<file path="src/rtl/branch_predictor.sv">
// Direct-mapped BTB with 2-bit direction counters, lookup in IF, update from MEM.
// Define BP_PERF_CNT_EN to add the branch/mispredict performance counters.
module branch_predictor #(
  parameter int XLEN    = 32,
  parameter int ENTRIES = 16,
  parameter int TAG_W   = 8
) (
  input  logic            clk,
  input  logic            rst_n,
  input  logic [XLEN-1:0] if_pc,
  output logic            pred_taken,
  output logic [XLEN-1:0] pred_target,
  input  logic            upd_valid,
  input  logic            upd_is_jump,
  input  logic [XLEN-1:0] upd_pc,
  input  logic            upd_taken,
  input  logic [XLEN-1:0] upd_target,
  input  logic            upd_pred_taken,
  input  logic [XLEN-1:0] upd_pred_target,
`ifdef BP_PERF_CNT_EN
  output logic [31:0]     perf_branches,
  output logic [31:0]     perf_mispredicts,
`endif
  output logic            mispredict,
  output logic [XLEN-1:0] redirect_pc
);

  localparam int IDX_W = $clog2(ENTRIES);

  logic            valid_q [ENTRIES];
  logic            valid_d [ENTRIES];
  logic [TAG_W-1:0] tag_q  [ENTRIES];
  logic [TAG_W-1:0] tag_d  [ENTRIES];
  logic [XLEN-1:0] tgt_q   [ENTRIES];
  logic [XLEN-1:0] tgt_d   [ENTRIES];
  logic [1:0]      ctr_q   [ENTRIES];
  logic [1:0]      ctr_d   [ENTRIES];

  logic [IDX_W-1:0] l_idx;
  logic [TAG_W-1:0] l_tag;
  logic             l_hit;
  logic [IDX_W-1:0] u_idx;
  logic [TAG_W-1:0] u_tag;
  logic             u_hit;

  // Lookup reads only the registered table, so same-cycle writes appear next cycle.
  always_comb begin
    l_idx       = if_pc[IDX_W+1:2];
    l_tag       = if_pc[IDX_W+2 +: TAG_W];
    l_hit       = valid_q[l_idx] && (tag_q[l_idx] == l_tag);
    pred_taken  = l_hit && ctr_q[l_idx][1];
    pred_target = pred_taken ? tgt_q[l_idx] : if_pc + XLEN'(4);
  end

  always_comb begin
    mispredict = upd_valid &&
                 ((upd_taken != upd_pred_taken) ||
                  (upd_taken && (upd_target != upd_pred_target)));
    redirect_pc = upd_taken ? upd_target : upd_pc + XLEN'(4);
  end

  always_comb begin
    u_idx = upd_pc[IDX_W+1:2];
    u_tag = upd_pc[IDX_W+2 +: TAG_W];
    u_hit = valid_q[u_idx] && (tag_q[u_idx] == u_tag);
    for (int i = 0; i < ENTRIES; i++) begin
      valid_d[i] = valid_q[i];
      tag_d[i]   = tag_q[i];
      tgt_d[i]   = tgt_q[i];
      ctr_d[i]   = ctr_q[i];
    end
    if (upd_valid) begin
      unique case (1'b1)
        u_hit && upd_is_jump: begin
          ctr_d[u_idx] = 2'd3;
          tgt_d[u_idx] = upd_target;
        end
        u_hit && !upd_is_jump: begin
          if (upd_taken) begin
            if (ctr_q[u_idx] != 2'd3) ctr_d[u_idx] = ctr_q[u_idx] + 2'd1;
            tgt_d[u_idx] = upd_target;
          end else if (ctr_q[u_idx] != 2'd0) begin
            ctr_d[u_idx] = ctr_q[u_idx] - 2'd1;
          end
        end
        !u_hit && upd_taken: begin
          valid_d[u_idx] = 1'b1;
          tag_d[u_idx]   = u_tag;
          tgt_d[u_idx]   = upd_target;
          ctr_d[u_idx]   = upd_is_jump ? 2'd3 : 2'd2;
        end
        default: ;
      endcase
    end
  end

  always_ff @(posedge clk or negedge rst_n) begin
    if (!rst_n) begin
      for (int i = 0; i < ENTRIES; i++) begin
        valid_q[i] <= 1'b0;
        tag_q[i]   <= '0;
        tgt_q[i]   <= '0;
        ctr_q[i]   <= 2'b01;
      end
    end else begin
      for (int i = 0; i < ENTRIES; i++) begin
        valid_q[i] <= valid_d[i];
        tag_q[i]   <= tag_d[i];
        tgt_q[i]   <= tgt_d[i];
        ctr_q[i]   <= ctr_d[i];
      end
    end
  end

`ifdef BP_PERF_CNT_EN
  logic [31:0] br_cnt_q, br_cnt_d;
  logic [31:0] mp_cnt_q, mp_cnt_d;

  always_comb begin
    br_cnt_d = br_cnt_q + (upd_valid ? 32'd1 : 32'd0);
    mp_cnt_d = mp_cnt_q + (mispredict ? 32'd1 : 32'd0);
  end

  always_ff @(posedge clk or negedge rst_n) begin
    if (!rst_n) begin
      br_cnt_q <= '0;
      mp_cnt_q <= '0;
    end else begin
      br_cnt_q <= br_cnt_d;
      mp_cnt_q <= mp_cnt_d;
    end
  end

  assign perf_branches    = br_cnt_q;
  assign perf_mispredicts = mp_cnt_q;
`endif

endmodule

</file>
<file path="config.mk">
export PLATFORM = sky130hd
export DESIGN_NAME = branch_predictor
export DESIGN_NICKNAME = d
export VERILOG_FILES = /design/src/rtl/branch_predictor.sv
export SDC_FILE = /design/constraint.sdc
export NUM_CORES = 1
export LEC_CHECK = 0
export BUFFER_PORTS_ARGS = -buffer_cell sky130_fd_sc_hd__buf_2
export CORE_UTILIZATION = 50
export CTS_CLUSTER_DIAMETER = 120
export CTS_CLUSTER_SIZE = 12
export DETAILED_ROUTE_END_ITERATION = 10
export PLACE_DENSITY = 0.7
export RECOVER_POWER = 100
export SYNTH_ARGS = -nofsm -noshare
export SYNTH_HDL_FRONTEND = slang
export SYNTH_SLANG_ARGS = --single-unit
</file>
<file path="constraint.sdc">
create_clock -name clk -period 8.54 [get_ports clk]
set_input_delay 1.281 -clock clk [delete_from_list [all_inputs] [get_ports clk]]
set_output_delay 1.281 -clock clk [all_outputs]
set_load 0.02 [all_outputs]
</file>
# Word-level counts from Yosys, hierarchy flattened
# Cells that the tools add are included.
[classes]
n_addsub = 4
n_lt_le_gt_ge = 3
eq_ne = 8
mux = 43
n_bitwise = 4
n_reduce_logical = 19
[ops]
columns = ["operator", "count"]
rows = [
  ["512-bit one-hot mux with 2 select lines", 1],
  ["512-bit bitwise mux", 1],
  ["512-bit 2-to-1 mux", 1],
  ["32-bit 2-to-1 mux", 8],
  ["32-bit binary-select mux with 4-bit select", 1],
  ["128-bit bitwise mux", 1],
  ["32-bit demux with 4-bit select", 1],
  ["32-bit bitwise mux", 3],
  ["32-bit one-hot mux with 3 select lines", 1],
  ["32-bit by 3-bit adder with 32-bit output, second input constant", 2],
  ["8-bit binary-select mux with 4-bit select", 2],
  ["8-bit 2-to-1 mux", 5],
  ["8-bit demux with 4-bit select", 1],
  ["32-bit != test", 1],
  ["32-bit OR", 1],
  ["2-bit binary-select mux with 4-bit select", 2],
  ["8-bit == test", 2],
  ["16-bit OR", 1],
  ["5-bit >= comparator, second input constant", 2],
  ["2-bit 2-to-1 mux", 5],
  ["4-bit inverter with 5-bit output", 2],
  ["1-bit logical AND", 9],
  ["1-bit binary-select mux with 4-bit select", 2],
  ["2-bit demux with 4-bit select", 1],
  ["16 further kinds", 25],
]
[word_totals]
regBits = 688
in_bits = 134
output_inout_bits = 66
wordCells = 145

# Depth between registers and ports, before layout
[depth]
word_depth = 11
ltp_mapped = 14
mapped_depth_nobuf = 8

# Worst setup path after synthesis
# Ideal clock, no wire load.
[synth_timing]
path_type = "input -> output"
startpoint = "input port if_pc[2]"
endpoint = "output port pred_target[0]"
arrival_time_ns = 4.134
required_time_ns = 7.259
path_slack_ns = 3.125
stages = 8
path_buffers = 5
cell_sequence = "buf_4 buf_2 buf_2 buf_2 buf_1 mux4_2 mux4_2 mux2_2"
[synth_via]
elab_chain_cells = 8
elab_cells_between_ends = 17
classes_between = "eq/ne (1); mux (13); bitwise (1); reduce/logical (2)"
[synth_rtl]
columns = ["item", "line", "text"]
rows = [
  ["start, declared", "10", "input logic [XLEN-1:0] if_pc,"],
  ["4-bit inverter with 5-bit output (not written as such) (*)", "50, 51, 52", ""],
  ["8-bit binary-select mux with 4-bit select", "50", "l_hit = valid_q[l_idx] && (tag_q[l_idx] == l_tag);"],
  ["8-bit 2-to-1 mux (not written as such) (2 in series)", "50", ""],
  ["8-bit == test", "50", ""],
  ["1-bit logical AND", "50", ""],
  ["1-bit logical AND", "51", "pred_taken = l_hit && ctr_q[l_idx][1];"],
  ["32-bit 2-to-1 mux (*)", "52", "pred_target = pred_taken ? tgt_q[l_idx] : if_pc + XLEN'(4);"],
  ["end, declared", "12", "output logic [XLEN-1:0] pred_target,"],
]
# Mark *: on every way between the ends. The rest lies on a longest branch, timed or not. The select of a mux whose other input is x is not followed.

# Worst setup path in the final report
[layout_timing]
startpoint = "input port if_pc[3]"
endpoint = "output port pred_target[28]"
[layout_via]
elab_chain_cells = 8
elab_cells_between_ends = 18
classes_between = "add/sub (1); eq/ne (1); mux (13); bitwise (1); reduce/logical (2)"
[layout_rtl]
columns = ["item", "line"]
rows = [
  ["4-bit inverter with 5-bit output (not written as such)", "50, 51, 52"],
  ["8-bit binary-select mux with 4-bit select", "50"],
  ["8-bit 2-to-1 mux (not written as such) (2 in series)", "50"],
  ["8-bit == test", "50"],
  ["1-bit logical AND", "50"],
  ["1-bit logical AND", "51"],
  ["32-bit 2-to-1 mux (*)", "52"],
]
# Marks and branches as above.

==> insert_results.sql <==
INSERT INTO impl_metrics (metric_group, metric, value, unit) VALUES
('die', 'die_width', '267', 'µm'),
('die', 'core', '0.0691', 'mm²'),
('layout', 'finish.net_count', '2590', ''),
('synthesis', 'synth_top_flop_cell', 'dfrtp_1', ''),
('clock_tree', 'cts_tree', 'yes', ''),
('worst_setup_path', 'critical_path.max_fanout', '67', ''),
('routing', 'route.detailed.drc', '0', ''),
('worst_setup_path', 'worst_ep_required_time', '7260', 'ps'),
('synthesis', 'number_of_synthesized_flops_with_an_enable_pin', '0', ''),
('global_routing', 'grtUsageTotal', '27.5', '%'),
('clock_tree', 'cts.htree.levels', '3', ''),
('power', 'vdd.ir_drop.worst', '0.138', 'mV'),
('layout', 'layoutNonFillerInstCount', '3397', ''),
('timing', 'timing.setup.tns', '0', 'ps'),
('layout', 'stdcell_area', '0.0382', 'mm²'),
('clock_tree', 'cts_clk_pin_slew_worst_paths', '60', 'ps'),
('die', 'fp-row-count', '96', ''),
('routing', 'detail_route.wl_per_cell', '28.2', 'µm'),
('synthesis', 'synth.distinct_cells', '57', ''),
('die', 'die_h', '267', 'µm'),
('die', 'floorplan.initialDensity', '50.9', '%'),
('layout', 'post-route-util', '55.3', '%'),
('power', 'pwr-share-seq', '49.4', '%'),
('global_routing', 'grt_antenna_before_repair', '4', ''),
('timing', 'report.final.hold_viol_count', '0', ''),
('clock_tree', 'clock_sink_count', '688', ''),
('routing', 'avgViaCountPerCell', '6.27', ''),
('power', 'power.share.clock', '31.2', '%'),
('routing', 'detailroute.via_count', '21300', ''),
('timing', 'slew_headroom', '-224', '%'),
('clock_tree', 'clk_latency', '630', 'ps'),
('placement', 'gpl.final_weighted_congestion', '0.887', ''),
('status', 'status', 'complete, but fails checks', ''),
('timing', 'grt_setup_unrepaired', 'no', ''),
('worst_setup_path', 'timing_worst_setup_path_type', 'in2out', ''),
('timing', 'worstMarginPinSlew', '4870', 'ps'),
('timing', 'timing.final.ws_setup', '1300', 'ps'),
('placement', 'portBuffers', '199', ''),
('placement', 'dpl_worst_slack', '2180', 'ps'),
('timing', 'slew_viol_final', '772', ''),
('worst_setup_path', 'timing.critical_path.cells', 'clkbuf_2, buf_4, ha_1, nand4_1, clkbuf_1, nor4_1, buf_4, nand3_1, xnor2_1, mux2_2, clkbuf_1', ''),
('synthesis', 'netlist_area', '0.0352', 'mm²'),
('synthesis', 'synth.yosys.seq_area_share', '49.0', '%'),
('global_routing', 'wire_length_of_the_first_global_routing_pass', '145000', 'µm'),
('routing', 'detailedRoute.firstIterationViolations', '1837', ''),
('run', 'maxCapViolCount', '13', ''),
('synthesis', 'number_of_nets_in_the_synthesized_netlist', '2498', ''),
('die', 'boundaryPins', '200', ''),
('routing', 'ant_nets', '0', ''),
('synthesis', 'post_synth.cell_area_avg', '14.9', 'µm²'),
('timing', 'fin_crit', '7240', 'ps'),
('power', 'total_switching_power', '2.33', 'mW'),
('routing', 'wl', '95700', 'µm'),
('synthesis', 'synth_seq_cells', '688', ''),
('placement', 'post-dp-hpwl', '60100', 'µm'),
('global_routing', 'sum_of_overflow_across_all_layers_after_global_routing', '0', ''),
('clock_tree', 'cts-buffers-inserted', '67', ''),
('routing', 'first_pass_detailed_route_iteration_total', '6', ''),
('placement', 'detailed_place.area', '0.0366', 'mm²'),
('worst_setup_path', 'cpPeakStageDelay', '1210', 'ps'),
('worst_setup_path', 'crit_path_end_kind', 'output port', ''),
('clock_tree', 'cts_root_buffer', 'clkbuf_16', ''),
('layout', 'flow.area_growth_from_synthesis', '8.56', '%'),
('placement', 'place_inst', '3311', ''),
('clock_tree', 'postCtsResizedCells', '0', ''),
('timing', 'timing.final.setup_violations', '0', ''),
('layout', 'drive_gt1_share', '49.3', '%'),
('die', 'design.die.area', '0.0714', 'mm²'),
('worst_setup_path', 'timing.critical_path.slowest_stage_cell', 'clkbuf_2', ''),
('status', 'violated_checks', 'capacitance limit, slew limit', ''),
('synthesis', 'ys_warn_count', '0', '');
-- through the flow --
| step | hold slack [ps] | total power, mW |
|---|---|---|
| finish | 484 | 8.70 |
| global route | 498 | 9.05 |
| CTS | 483 | 8.75 |
| detailed placement | 474 | 6.05 |
| global placement | 462 | 5.94 |
| floorplan | 453 | 5.50 |
-- worst max-delay path: cells and delay by family --
kind | cells | cell delay (ps)
simple gates | 3 | 810
xor+xnor | 1 | 150
buf+inv | 5 | 2940
fa+ha+maj | 1 | 460
mux | 1 | 260
-- layout make-up --
class / count / area, µm²
sequential: 688 / 17200
multi-input combinational: 1442 / 16700
tap: 931 / 1160
inverter: 10 / 37.5
timing repair buffer: 240 / 1180
clock inverter: 7 / 116
antenna: 3 / 7.51
fill: 5547 / 30900
clock buffer: 76 / 1740
-- cell families (layout without fill, tap and decap cells) --
family,after synthesis,count (layout),share of synthesized area [%]
other cells,0,3,0
buf+inv,227,333,3.42
compound gates,70,70,1.27
mux,978,978,38.8
fa+ha+maj,7,7,0.249
xor+xnor,105,105,2.61
flops,688,688,49.0
simple gates,282,282,4.69
-- registers in the layout (all words and copies together), names as in the netlist --
signal / flops
tag_q: 128
tgt_q: 512
valid_q: 16
ctr_q: 32
-- worst paths after layout --
| kind | startpoint | endpoint | slack [ps] | cells after the start |
|---|---|---|---|---|
| max | if_pc[3] | pred_target[28] | 1300 | 11 |
| min | tgt_q[149] | tgt_q[149] | 480 | 1 |
| max reg2reg | tag_q[122] | tgt_q[474] | 3370 | 11 |
| min reg2reg | tgt_q[149] | tgt_q[149] | 480 | 1 |
| max in group asynchronous | rst_n | tag_q[25] | 2540 | 2 |
| min in group asynchronous | rst_n | valid_q[2] | 730 | 1 |
-- cells in the mapped netlist, types with 16 or more instances --
cell type | n | area, µm²
mux2_2 | 686 | 7720
mux2i_1 | 34 | 340
buf_2 | 36 | 180
nor3_1 | 19 | 95.1
nand3_1 | 43 | 215
buf_6 | 32 | 360
buf_1 | 24 | 90.1
o21ai_0 | 35 | 175
buf_4 | 18 | 135
clkbuf_1 | 107 | 402
nand2_1 | 80 | 300
nor2_1 | 31 | 116
dfrtp_1 | 672 | 16800
mux2_1 | 21 | 236
nor3_2 | 19 | 190
xor2_1 | 58 | 508
dfstp_2 | 16 | 420
or2_2 | 16 | 100
mux4_2 | 237 | 5340
xnor2_1 | 47 | 412
-- power groups by stage --
stage	clock network [mW]	logic (mW)	registers, mW
floorplan	0	1.31	4.19
global placement	0	1.65	4.29
detailed placement	0	1.70	4.34
CTS	2.75	1.71	4.29
global route	2.86	1.82	4.37
finish	2.71	1.69	4.30
-- cells in the final DEF (no fill, tap or decap), types with 4 or more instances in the layout --
cell	n
mux2_2	675
dfrtp_1	672
mux4_2	237
buf_2	144
nand2_1	80
clkbuf_1	79
clkbuf_16	68
xor2_1	58
xnor2_1	47
nand3_1	43
o21ai_0	35
nor3_1	35
mux2i_1	34
mux2_1	32
nor2_1	25
buf_4	19
or2_2	16
dfstp_2	16
nand4_1	14
nor2b_1	13
and3_1	10
nor2_8	10
nor4_1	9
inv_1	8
a21oi_1	8
ha_1	7
nor2_4	6
a211oi_1	5
and4_1	4
a31oi_1	4
-- routing by layer --
metal	vias to the layer above	track usage [%]	wire length, µm
met4	0	8.88	2990
li1	8892	-	-
met1	11500	37.8	40800
met2	712	44.1	46200
met5	-	0	0
met3	159	5.31	5630
Note: power is estimated with default switching activity, not from simulation.
